==> src/rtl/lzn_pkg.sv <==
// Shared types and constants for the lz_normalizer leading-zero/one counter.
package lzn_pkg;

  typedef enum logic [1:0] {
    IDLE   = 2'd0,
    SEARCH = 2'd1,
    DONE   = 2'd2
  } state_e;

  localparam logic MODE_CLZ = 1'b0;
  localparam logic MODE_CLO = 1'b1;

  // Binary search starts with half the word and halves each clock.
  function automatic int first_stage(input int width);
    return width / 2;
  endfunction

endpackage

==> src/rtl/lz_step.sv <==
// One binary-search stage: tests whether the top k bits of w all equal the fill bit
// and, if so, shifts them out.
module lz_step #(
  parameter int WIDTH = 32,
  parameter int CNT_W = $clog2(WIDTH) + 1
) (
  input  logic [WIDTH-1:0] w,
  input  logic             fill,
  input  logic [CNT_W-1:0] k,
  output logic             hit,
  output logic [WIDTH-1:0] w_shifted,
  output logic [CNT_W-1:0] k_added
);

  logic [WIDTH-1:0] diff;
  logic [WIDTH-1:0] top_mask;

  // k = 0 disables the stage entirely.
  always_comb begin
    diff      = w ^ {WIDTH{fill}};
    top_mask  = ~({WIDTH{1'b1}} >> k);
    hit       = (k != '0) && ((diff & top_mask) == '0);
    w_shifted = hit ? (w << k) : w;
    k_added   = hit ? k : '0;
  end

endmodule

==> src/rtl/lz_normalizer.sv <==
// Multi-cycle CLZ/CLO with normalized output, one binary-search stage per clock.
// Optional macro LZN_EARLY_DONE_EN lets trivial operands bypass the search.
module lz_normalizer
  import lzn_pkg::*;
#(
  parameter int WIDTH = 32,
  parameter int CNT_W = $clog2(WIDTH) + 1
) (
  input  logic             clk,
  input  logic             rst,
  input  logic             start,
  input  logic             mode,
  input  logic [WIDTH-1:0] din,
  output logic             busy,
  output logic             done,
  output logic [CNT_W-1:0] count,
  output logic [WIDTH-1:0] norm
);

  localparam logic [CNT_W-1:0] K_FIRST = CNT_W'(first_stage(WIDTH));
  localparam logic [CNT_W-1:0] K_LAST  = CNT_W'(1);
`ifdef LZN_EARLY_DONE_EN
  localparam logic [CNT_W-1:0] K_FULL  = CNT_W'(WIDTH);
`endif

  state_e           state_q, state_d;
  logic [WIDTH-1:0] w_q, w_d;
  logic             fill_q, fill_d;
  logic [CNT_W-1:0] acc_q, acc_d;
  logic [CNT_W-1:0] k_q, k_d;
  logic [CNT_W-1:0] count_q, count_d;
  logic [WIDTH-1:0] norm_q, norm_d;
  logic             busy_q, busy_d;
  logic             done_q, done_d;

  logic             s1_hit, s2_hit;
  logic [WIDTH-1:0] s1_w, s2_w;
  logic [CNT_W-1:0] s1_k, s2_k;
  logic [CNT_W-1:0] k2;
  logic             unused_hits;

  // The second stage is the final one-bit check, live only on the k=1 clock.
  assign k2 = (state_q == SEARCH && k_q == K_LAST) ? K_LAST : '0;
  assign unused_hits = s1_hit | s2_hit;

  lz_step #(.WIDTH(WIDTH), .CNT_W(CNT_W)) u_step (
    .w(w_q), .fill(fill_q), .k(k_q),
    .hit(s1_hit), .w_shifted(s1_w), .k_added(s1_k)
  );

  lz_step #(.WIDTH(WIDTH), .CNT_W(CNT_W)) u_final (
    .w(s1_w), .fill(fill_q), .k(k2),
    .hit(s2_hit), .w_shifted(s2_w), .k_added(s2_k)
  );

  always_comb begin
    state_d = state_q;
    w_d     = w_q;
    fill_d  = fill_q;
    acc_d   = acc_q;
    k_d     = k_q;
    count_d = count_q;
    norm_d  = norm_q;
    busy_d  = 1'b0;
    done_d  = 1'b0;
    unique case (state_q)
      SEARCH: begin
        acc_d = acc_q + s1_k + s2_k;
        w_d   = s2_w;
        k_d   = k_q >> 1;
        if (k_q == K_LAST) begin
          count_d = acc_d;
          norm_d  = w_d;
          state_d = DONE;
          done_d  = 1'b1;
        end else begin
          busy_d  = 1'b1;
        end
      end
      IDLE, DONE: begin
        state_d = IDLE;
        if (start) begin
          w_d     = din;
          fill_d  = mode;
          acc_d   = '0;
          k_d     = K_FIRST;
          state_d = SEARCH;
          busy_d  = 1'b1;
`ifdef LZN_EARLY_DONE_EN
          if (din[WIDTH-1] != mode) begin
            count_d = '0;
            norm_d  = din;
            state_d = DONE;
            busy_d  = 1'b0;
            done_d  = 1'b1;
          end else if (din == {WIDTH{mode}}) begin
            count_d = K_FULL;
            norm_d  = '0;
            state_d = DONE;
            busy_d  = 1'b0;
            done_d  = 1'b1;
          end
`endif
        end
      end
      default: state_d = IDLE;
    endcase
  end

  always_ff @(posedge clk or posedge rst) begin
    if (rst) begin
      state_q <= IDLE;
      w_q     <= '0;
      fill_q  <= 1'b0;
      acc_q   <= '0;
      k_q     <= '0;
      count_q <= '0;
      norm_q  <= '0;
      busy_q  <= 1'b0;
      done_q  <= 1'b0;
    end else begin
      state_q <= state_d;
      w_q     <= w_d;
      fill_q  <= fill_d;
      acc_q   <= acc_d;
      k_q     <= k_d;
      count_q <= count_d;
      norm_q  <= norm_d;
      busy_q  <= busy_d;
      done_q  <= done_d;
    end
  end

  assign busy  = busy_q;
  assign done  = done_q;
  assign count = count_q;
  assign norm  = norm_q;

endmodule
==> config.mk <==
export PLATFORM = sky130hd
export DESIGN_NAME = lz_normalizer
export DESIGN_NICKNAME = d
export VERILOG_FILES = /design/src/rtl/lzn_pkg.sv /design/src/rtl/lz_step.sv /design/src/rtl/lz_normalizer.sv
export SDC_FILE = /design/constraint.sdc
export NUM_CORES = 1
export LEC_CHECK = 0
export CAP_MARGIN = 30
export CORE_AREA = 5 5 106 207
export CTS_CLUSTER_DIAMETER = 50
export CTS_CLUSTER_SIZE = 16
export DETAILED_ROUTE_END_ITERATION = 10
export DIE_AREA = 0 0 111 212
export PLACE_DENSITY = 0.69
export SLEW_MARGIN = 20
export SYNTH_ARGS = -nofsm -noshare
export SYNTH_HDL_FRONTEND = slang
export SYNTH_HIERARCHICAL = 1
export SYNTH_SLANG_ARGS = --single-unit
==> constraint.sdc <==
create_clock -name clk -period 10.32 [get_ports clk]
set_clock_uncertainty 0.15 [all_clocks]
set_input_delay 1.032 -clock clk [delete_from_list [all_inputs] [get_ports clk]]
set_output_delay 1.032 -clock clk [all_outputs]
set_load 0.1 [all_outputs]
==> impl_summary.md, run 1 <==
Status
The run finished with clean final reports.

Worst setup path
The required time of the worst setup path is 10.39 ns. The maximum fanout along the worst path is 57. The startpoint type of the worst setup path is a flip-flop. By startpoint and endpoint, the worst setup path is classified as flip-flop to flip-flop. STA classifies the critical path endpoint as a flip-flop. The worst register-to-register path has a depth of 25. Data arrives at the worst endpoint at 6.13 ns.

GRT
Summed over all layers, the global routing overflow is 0. The via count of the first global-routing pass is 9430. The number of antenna violations at the first check in global routing is 1. Entering global routing, the biggest net connects 76 pins.

In the global route stage, overall resource usage came out at 33.3%. The first global-routing pass estimated 59100 µm of wire.

Min path
The kind of path behind the tightest hold check is flip-flop to flip-flop. The number of stages on the worst hold path is 2.

Pwr
The leakage power is 4.76 nW. The switching power is 0.00242 W. The highest ir drop seen on vdd is 0.000285 V. Overall power consumption after layout is estimated at 0.00408 W. Sequential cells account for 18.8% of the total power. Internal power comes to 0.00166 W. The share of power burned in the clock network is 7.7%. The share of total power consumed by net switching is 59.2%. The power per standard cell area is 377 nW/µm². Combinational cells account for 73.5% of the total power.

STA
The number of failing setup endpoints in the final timing report is 0. The worst path meets setup with 4.26 ns of slack. Setup repair after global routing left no endpoint under its margin. The final hold violation count is 0. For the pin with the worst max-slew slack, the measured transition is 1.02 ns. In the final timing run, aggregate negative setup slack is 0 ns.

The worst-case hold slack is 0.323 ns. The post-layout minimum cycle time is 6.06 ns. The final-report max-slew violation count came to 0. In this run the tightest slew margin relative to its limit is 32.0%.

Of the available clock period, the critical path in the final layout requires 58.7%. Derived from the worst setup path, the maximum achievable clock frequency is 165 MHz.

Drt
The number of vias in the routed layout is 9703. The detailed-routing iteration count for the pre-antenna-repair pass is 5. Using the TritonRoute via totals, the vias-per-cell ratio works out to 6.51.

The average wire per cell in the routed design is 26.5 µm. The post-route DRC violation count is 0. The detail route stage leaves a number of antenna-violating nets equal to 0.

The first routing iteration left 901 violations. Summed over all layers, the routed wires come to 39500 µm.

Clocking
In this run the post-CTS setup repair buffer count came out at 0. The post-cts resize count is 0. The root cell of the clock tree is sky130_fd_sc_hd__clkbuf_16.

The H-tree level count is 3. The clock-pin slew on the worst setup and hold paths is 0.07 ns. The clock sink total is 86.

The clock buffer count from CTS is 9. Counting along the longest clock path gives a buffer depth of 2. The TritonCTS clock tree is done. After clock tree synthesis, the flow added hold-fix buffers numbering 0. The worst-skew pair later-pin latency is 0.36 ns.

Synth
The Yosys step of the flow raised 6 warnings. The synthesized instance count is 1189. The post-synthesis average cell area is 8.26 µm². Summing every instance area after synthesis gives 9820 µm².

Placed design
The placer's final routability congestion estimate is 1.08. Timing analysis after detailed placement gives a worst setup slack of 4.35 ns. Input and output buffers added on the ports amount to 75. The final HPWL from detailed placement is 29300 µm.

Die
The die is 212 µm tall. The die area is 23500 µm². The initial core utilization is 48.4%. The area inside the core boundary is 20300 µm². The number of placement rows is 74. The width of the die is 111 µm. For this design the top-level I/O count stands at 76.

Layout
The final net count is 1265. Compared with the post-synthesis result, the final layout area differs by 10.2%. The final cell utilization of the core is 53.4%.

The post-route netlist has 14.1% of its cells at a drive strength greater than 1.

Flow run
Across the run, the number of max-cap violations was 0.
worst max-delay path, stage by stage (launching register included):
cell                        delay (ns)
sky130_fd_sc_hd__dfrtp_2          0.34
sky130_fd_sc_hd__buf_4            0.59
sky130_fd_sc_hd__o21ai_1          0.29
sky130_fd_sc_hd__o21ai_0          0.33
sky130_fd_sc_hd__a211oi_1         0.12
sky130_fd_sc_hd__a311oi_1         0.34
sky130_fd_sc_hd__a2111oi_2        0.08
sky130_fd_sc_hd__nand4_2          0.14
sky130_fd_sc_hd__buf_4            0.50
sky130_fd_sc_hd__mux2_4           0.39
sky130_fd_sc_hd__a211oi_1         0.21
sky130_fd_sc_hd__a31oi_1          0.09
sky130_fd_sc_hd__a2111oi_2        0.27
sky130_fd_sc_hd__nand3_1          0.13
sky130_fd_sc_hd__nor4_2           0.28
sky130_fd_sc_hd__nand4_2          0.13
sky130_fd_sc_hd__nor2_1           0.12
sky130_fd_sc_hd__inv_1            0.06
sky130_fd_sc_hd__fa_1             0.35
sky130_fd_sc_hd__inv_1            0.07
sky130_fd_sc_hd__ha_1             0.18
sky130_fd_sc_hd__fa_1             0.22
sky130_fd_sc_hd__a21o_1           0.12
sky130_fd_sc_hd__a21oi_1          0.07
sky130_fd_sc_hd__xnor2_1          0.18
sky130_fd_sc_hd__o21ai_0          0.10
cells in the final DEF, fill, tap and decap left out, types with 4 or more instances in the layout:
| master | instances |
|---|---|
| sky130_fd_sc_hd__a211oi_1 | 6 |
| sky130_fd_sc_hd__ha_1 | 4 |
| sky130_fd_sc_hd__clkbuf_16 | 9 |
| sky130_fd_sc_hd__o41ai_1 | 4 |
| sky130_fd_sc_hd__nand2_1 | 287 |
| sky130_fd_sc_hd__mux2_2 | 6 |
| sky130_fd_sc_hd__nor2_1 | 85 |
| sky130_fd_sc_hd__nor4_2 | 4 |
| sky130_fd_sc_hd__fa_1 | 6 |
| sky130_fd_sc_hd__a221oi_1 | 6 |
| sky130_fd_sc_hd__a31oi_1 | 18 |
| sky130_fd_sc_hd__mux4_2 | 48 |
| sky130_fd_sc_hd__o21ai_0 | 66 |
| sky130_fd_sc_hd__a22oi_1 | 8 |
| sky130_fd_sc_hd__a21o_1 | 4 |
| sky130_fd_sc_hd__a21oi_1 | 76 |
| sky130_fd_sc_hd__conb_1 | 29 |
| sky130_fd_sc_hd__a22o_1 | 8 |
| sky130_fd_sc_hd__o211ai_1 | 12 |
| sky130_fd_sc_hd__nand3_1 | 18 |
| sky130_fd_sc_hd__o31ai_1 | 4 |
| sky130_fd_sc_hd__nor4_1 | 4 |
| sky130_fd_sc_hd__mux2i_1 | 86 |
| sky130_fd_sc_hd__buf_4 | 14 |
| sky130_fd_sc_hd__nor2b_1 | 11 |
| sky130_fd_sc_hd__dfrtp_2 | 5 |
| sky130_fd_sc_hd__o21ai_1 | 17 |
| sky130_fd_sc_hd__nand2b_1 | 10 |
| sky130_fd_sc_hd__a2111oi_2 | 6 |
| sky130_fd_sc_hd__dfrtp_1 | 81 |
| sky130_fd_sc_hd__clkdlybuf4s50_1 | 75 |
| sky130_fd_sc_hd__inv_1 | 36 |
| sky130_fd_sc_hd__o22ai_1 | 21 |
| sky130_fd_sc_hd__xnor2_1 | 14 |
| sky130_fd_sc_hd__xor2_1 | 4 |
| sky130_fd_sc_hd__a211o_1 | 6 |
| sky130_fd_sc_hd__mux2_4 | 52 |
| sky130_fd_sc_hd__nor3_1 | 12 |
final cells by class:
type | count | area (µm²)
clock inverters | 6 | 46.3
repair buffers | 89 | 856
fillers | 1945 | 9450
diodes | 1 | 2.50
clock buffers | 10 | 229
flip-flops and latches | 86 | 2160
inverters | 40 | 154
multi-input cells | 993 | 7050
well taps | 266 | 333
per-stage QoR:
step	instance area, µm²	std cells
floorplan	9920	1217
global placement	10500	1474
detailed placement	10500	1474
CTS	10800	1490
global route	10800	1491
finish	10800	1491
registers in the layout, indices dropped and copies added (netlist names):
signal	flops
done	1
busy	1
w_q	32
fill_q	1
state_q	2
norm	32
count	6
k_q	5
acc_q	6
per-layer routing:
metal | share of wire [%] | vias to the layer above | track usage (%)
met4 | 9.4 | 0 | 27.3
li1 | - | 4302 | -
met3 | 6.3 | 174 | 3.76
met2 | 50 | 575 | 57.3
met5 | 0 | - | 0
met1 | 35 | 4652 | 36.7
final timing paths:
kind,startpoint,endpoint,slack (ns)
min in group asynchronous,rst,busy,0.85
min,norm[25],norm[25],0.32
max in group asynchronous,rst,w_q[27],7.99
max,k_q[1],count[5],4.26
min reg2reg,norm[25],norm[25],0.32
max reg2reg,k_q[1],count[5],4.26
power groups by stage:
stage               clock network, W  logic (W)  registers, W
floorplan                          0    0.00170       0.00116
global placement                   0    0.00291      0.000755
detailed placement                 0    0.00290      0.000755
CTS                         0.000324    0.00291      0.000748
global route                0.000332    0.00316      0.000771
finish                      0.000316    0.00300      0.000767
Power figures use the tool's default switching activity.
==> run 2: changes to the inputs <==
==> constraint.sdc (replaced) <==
create_clock -name clk -period 5.8 [get_ports clk]
set_clock_uncertainty 0.15 [all_clocks]
set_input_delay 0.58 -clock clk [delete_from_list [all_inputs] [get_ports clk]]
set_output_delay 0.58 -clock clk [all_outputs]
set_load 0.1 [all_outputs]
==> impl_summary.md, run 2 (same netlist as run 1, synthesis figures left out) <==
STA
Derived from the worst setup path, the maximum achievable clock frequency is 187 MHz. The final hold violation count is 0. The final-report max-slew violation count came to 0. The post-layout minimum cycle time is 5.35 ns. The relative slew slack is 30.8%.

The number of failing setup endpoints in the final timing report is 0. The total negative slack is 0 ns. Setup repair after global routing left no endpoint under its margin. For the pin with the worst max-slew slack, the measured transition is 1.03 ns. After layout, the worst path uses 92.3% of the clock period.

Clocking
The clock passes through at most 2 buffers. Hold repair after CTS inserted 0 buffers. The H-tree was split into 3 levels. The TritonCTS clock tree is done.

Clock tree synthesis inserted a total of 9 buffers. The post-cts resize count is 0. After clock tree synthesis, the setup repair step added 0 buffers. The worst-skew pair later-pin latency is 0.36 ns. Counting every sink on the clock net gives 86. The clock-pin slew on the worst setup and hold paths is 0.07 ns. CTS placed an instance of sky130_fd_sc_hd__clkbuf_16 at the clock tree root.

GRT
The met2 usage in global routing is 59.1%. For this run, the total global-route usage over all layers was measured as 33.5%. The number of antenna violations at the first check in global routing was 0.

The via count of the first global-routing pass is 9488. Entering global routing, the biggest net connects 75 pins. For met3 alone, demand over resource in global routing was 2.79%. The first global-routing pass estimated 59100 µm of wire. The residual overflow from global routing is 0. The routing layer with the top usage in global route is met2. The met1 usage in global routing is 36.7%.

Pwr
The share of power burned in the clock network is 8.3%. The power share of the sequential group is 17.9%. The fraction of power consumed by combinational cells is 73.8%. Net switching is 58.1% of the power. For this design the total switching power over the nets is 0.00432 W. For this design the ratio of total power to cell area is 673 nW/µm². The design internal power is 0.00312 W.

The highest ir drop seen on vdd is 0.000530 V. The analysis attributes to cell leakage a power of 4.91 nW.

Worst setup path
The required time of the worst setup path is 5.87 ns. The largest incremental delay on the critical path is 0.64 ns. Grouping stages by cell kind, the critical path spends the most delay in compound AO/OA/AOI/OAI gates. The most numerous cell type found on the critical path is sky130_fd_sc_hd__inv_1. The register-to-register path setup slack is 0.45 ns. The cell with the largest stage delay on the worst path is sky130_fd_sc_hd__o41ai_1. In this run the critical register-to-register path is launched from k_q[3]. The endpoint identified for the worst register-to-register timing path is count[5]. The critical path is of the flip-flop to flip-flop type. Along the worst path, the maximum fanout reaches 7. Data arrives at the worst endpoint at 5.42 ns. The endpoint type of the worst setup path is a flip-flop. The critical path crosses 23 cells after its start point.

The startpoint type of the worst setup path is a flip-flop. Traced cell by cell, the critical path runs through inv_1 -> buf_4 -> maj3_1 -> a21oi_1 -> o41ai_1 -> nand4_2 -> mux2_4 -> a211oi_1 -> a31oi_1 -> a2111oi_2 -> nand3_1 -> nor4_2 -> nand4_2 -> nor2_1 -> inv_1 -> fa_1 -> inv_1 -> ha_1 -> fa_1 -> a21o_1 -> a21oi_1 -> xnor2_1 -> o21ai_0. The worst path buffer plus inverter count is 4. The number of cells on the worst reg-to-reg path is 23.

Die
Row generation in the floorplan step produced 74 rows. The die area is 23500 µm². The initial core utilization is 48.4%.

The area inside the core boundary is 20300 µm². The width of the die is 111 µm. The die height is 212 µm. The I/O pin total is 76.

Drt
In the routed design, unresolved DRC markers number 0. The average wire per cell in the routed design is 26.3 µm. The initial DRC count is 809. The detailed-routing iteration count for the pre-antenna-repair pass is 5. The count of nets left with antenna violations once routing finished came out at 0. The final layout contains routed wiring with a total length of 40000 µm. The detail-routed via count per cell is 6.46.

The routed layout has 9797 vias.

Placed design
The placer's final routability congestion estimate is 1.04. The count of buffers added on input and output ports is 75. Counting tap cells, the placed design contains a total of 1501 instances. Detailed placement finished with a half-perimeter wire length of 30200 µm.

Min path
In this run the most critical hold path is launched from norm[21]. In this run the worst hold path is classified as flip-flop to flip-flop. Along the worst hold path, the cell count comes to 2. The worst hold path terminates at norm[21].

Flow run
The max capacitance violation total is 0.

Layout
Leaving out fill and tap cells, the most frequent cell in the layout is sky130_fd_sc_hd__nand2_1. 0 antenna diodes ended up in the layout. Compared with the post-synthesis result, the final layout area differs by 12.6%.

The share of cells above drive strength 1 is 16.0%. Excluding fillers, the count of instances in the completed layout stands at 1517. In the layout the commonest cells are sky130_fd_sc_hd__nand2_1, sky130_fd_sc_hd__mux2i_1, sky130_fd_sc_hd__nor2_1. The final net count is 1292. Measured on the finished design, the core utilization comes to 54.5%.

Status
The flow ran to the end, and the final reports show no timing, DRC or antenna violations.
-- run 2: how the worst max path moves through the flow --
stage                       from        to
final                     k_q[3]  count[5]
after global routing      k_q[4]  count[5]
after CTS                 k_q[4]  count[5]
after detailed placement  k_q[4]  count[5]
after global placement    k_q[4]  count[5]
after floorplan           k_q[1]  acc_q[2]
-- run 2: per-stage QoR --
stage                     total power [W]  hold WS (ns)  setup WS [ns]  cell area, µm²
final                             0.00744         0.326          0.447           11100
after global routing              0.00776         0.361         0.0253           11100
after CTS                         0.00728         0.330          0.485           11100
after detailed placement          0.00663         0.314          0.533           10700
after global placement            0.00663         0.309          0.535           10700
after floorplan                   0.00508         0.303          0.507            9920
-- run 2: layout make-up --
| cell class | count | area, µm² |
|---|---|---|
| tap | 266 | 333 |
| multi-input combinational | 993 | 7050 |
| timing repair buffer | 116 | 1060 |
| clock inverter | 7 | 85.1 |
| sequential | 86 | 2160 |
| fill | 1948 | 9220 |
| inverter | 40 | 154 |
| clock buffer | 9 | 225 |
-- run 2: worst register-to-register path: cells and delay by family, from the launching register on --
family          cells  cell delay, ns
compound gates      8            1.54
fa+ha+maj           4            0.92
simple gates        5            0.89
buf+inv             4            0.66
flops               1            0.46
mux                 1            0.40
xor+xnor            1            0.18
-- run 2: metal layers --
layer / vias up / share of wire (%)
li1: 4353 / -
met1: 4743 / 34
met2: 534 / 51
met3: 167 / 5.6
met4: 0 / 9.4
met5: - / 0
-- run 2: power groups by stage --
stage | combinational [W] | sequential (W) | clock (W)
detailed placement | 0.00530 | 0.00133 | 0
global placement | 0.00531 | 0.00132 | 0
global route | 0.00576 | 0.00136 | 0.000651
floorplan | 0.00303 | 0.00206 | 0
CTS | 0.00533 | 0.00131 | 0.000632
finish | 0.00549 | 0.00133 | 0.000619
==> run 3: changes to the inputs <==
--- a/config.mk
+++ b/config.mk
@@ -5,7 +5,6 @@
 export SDC_FILE = /design/constraint.sdc
 export NUM_CORES = 1
 export LEC_CHECK = 0
-export CAP_MARGIN = 30
 export CORE_AREA = 5 5 106 207
 export CTS_CLUSTER_DIAMETER = 50
 export CTS_CLUSTER_SIZE = 16
==> results of run 3 <==
The final DEF is identical to that of run 2; final timing and power are the same.
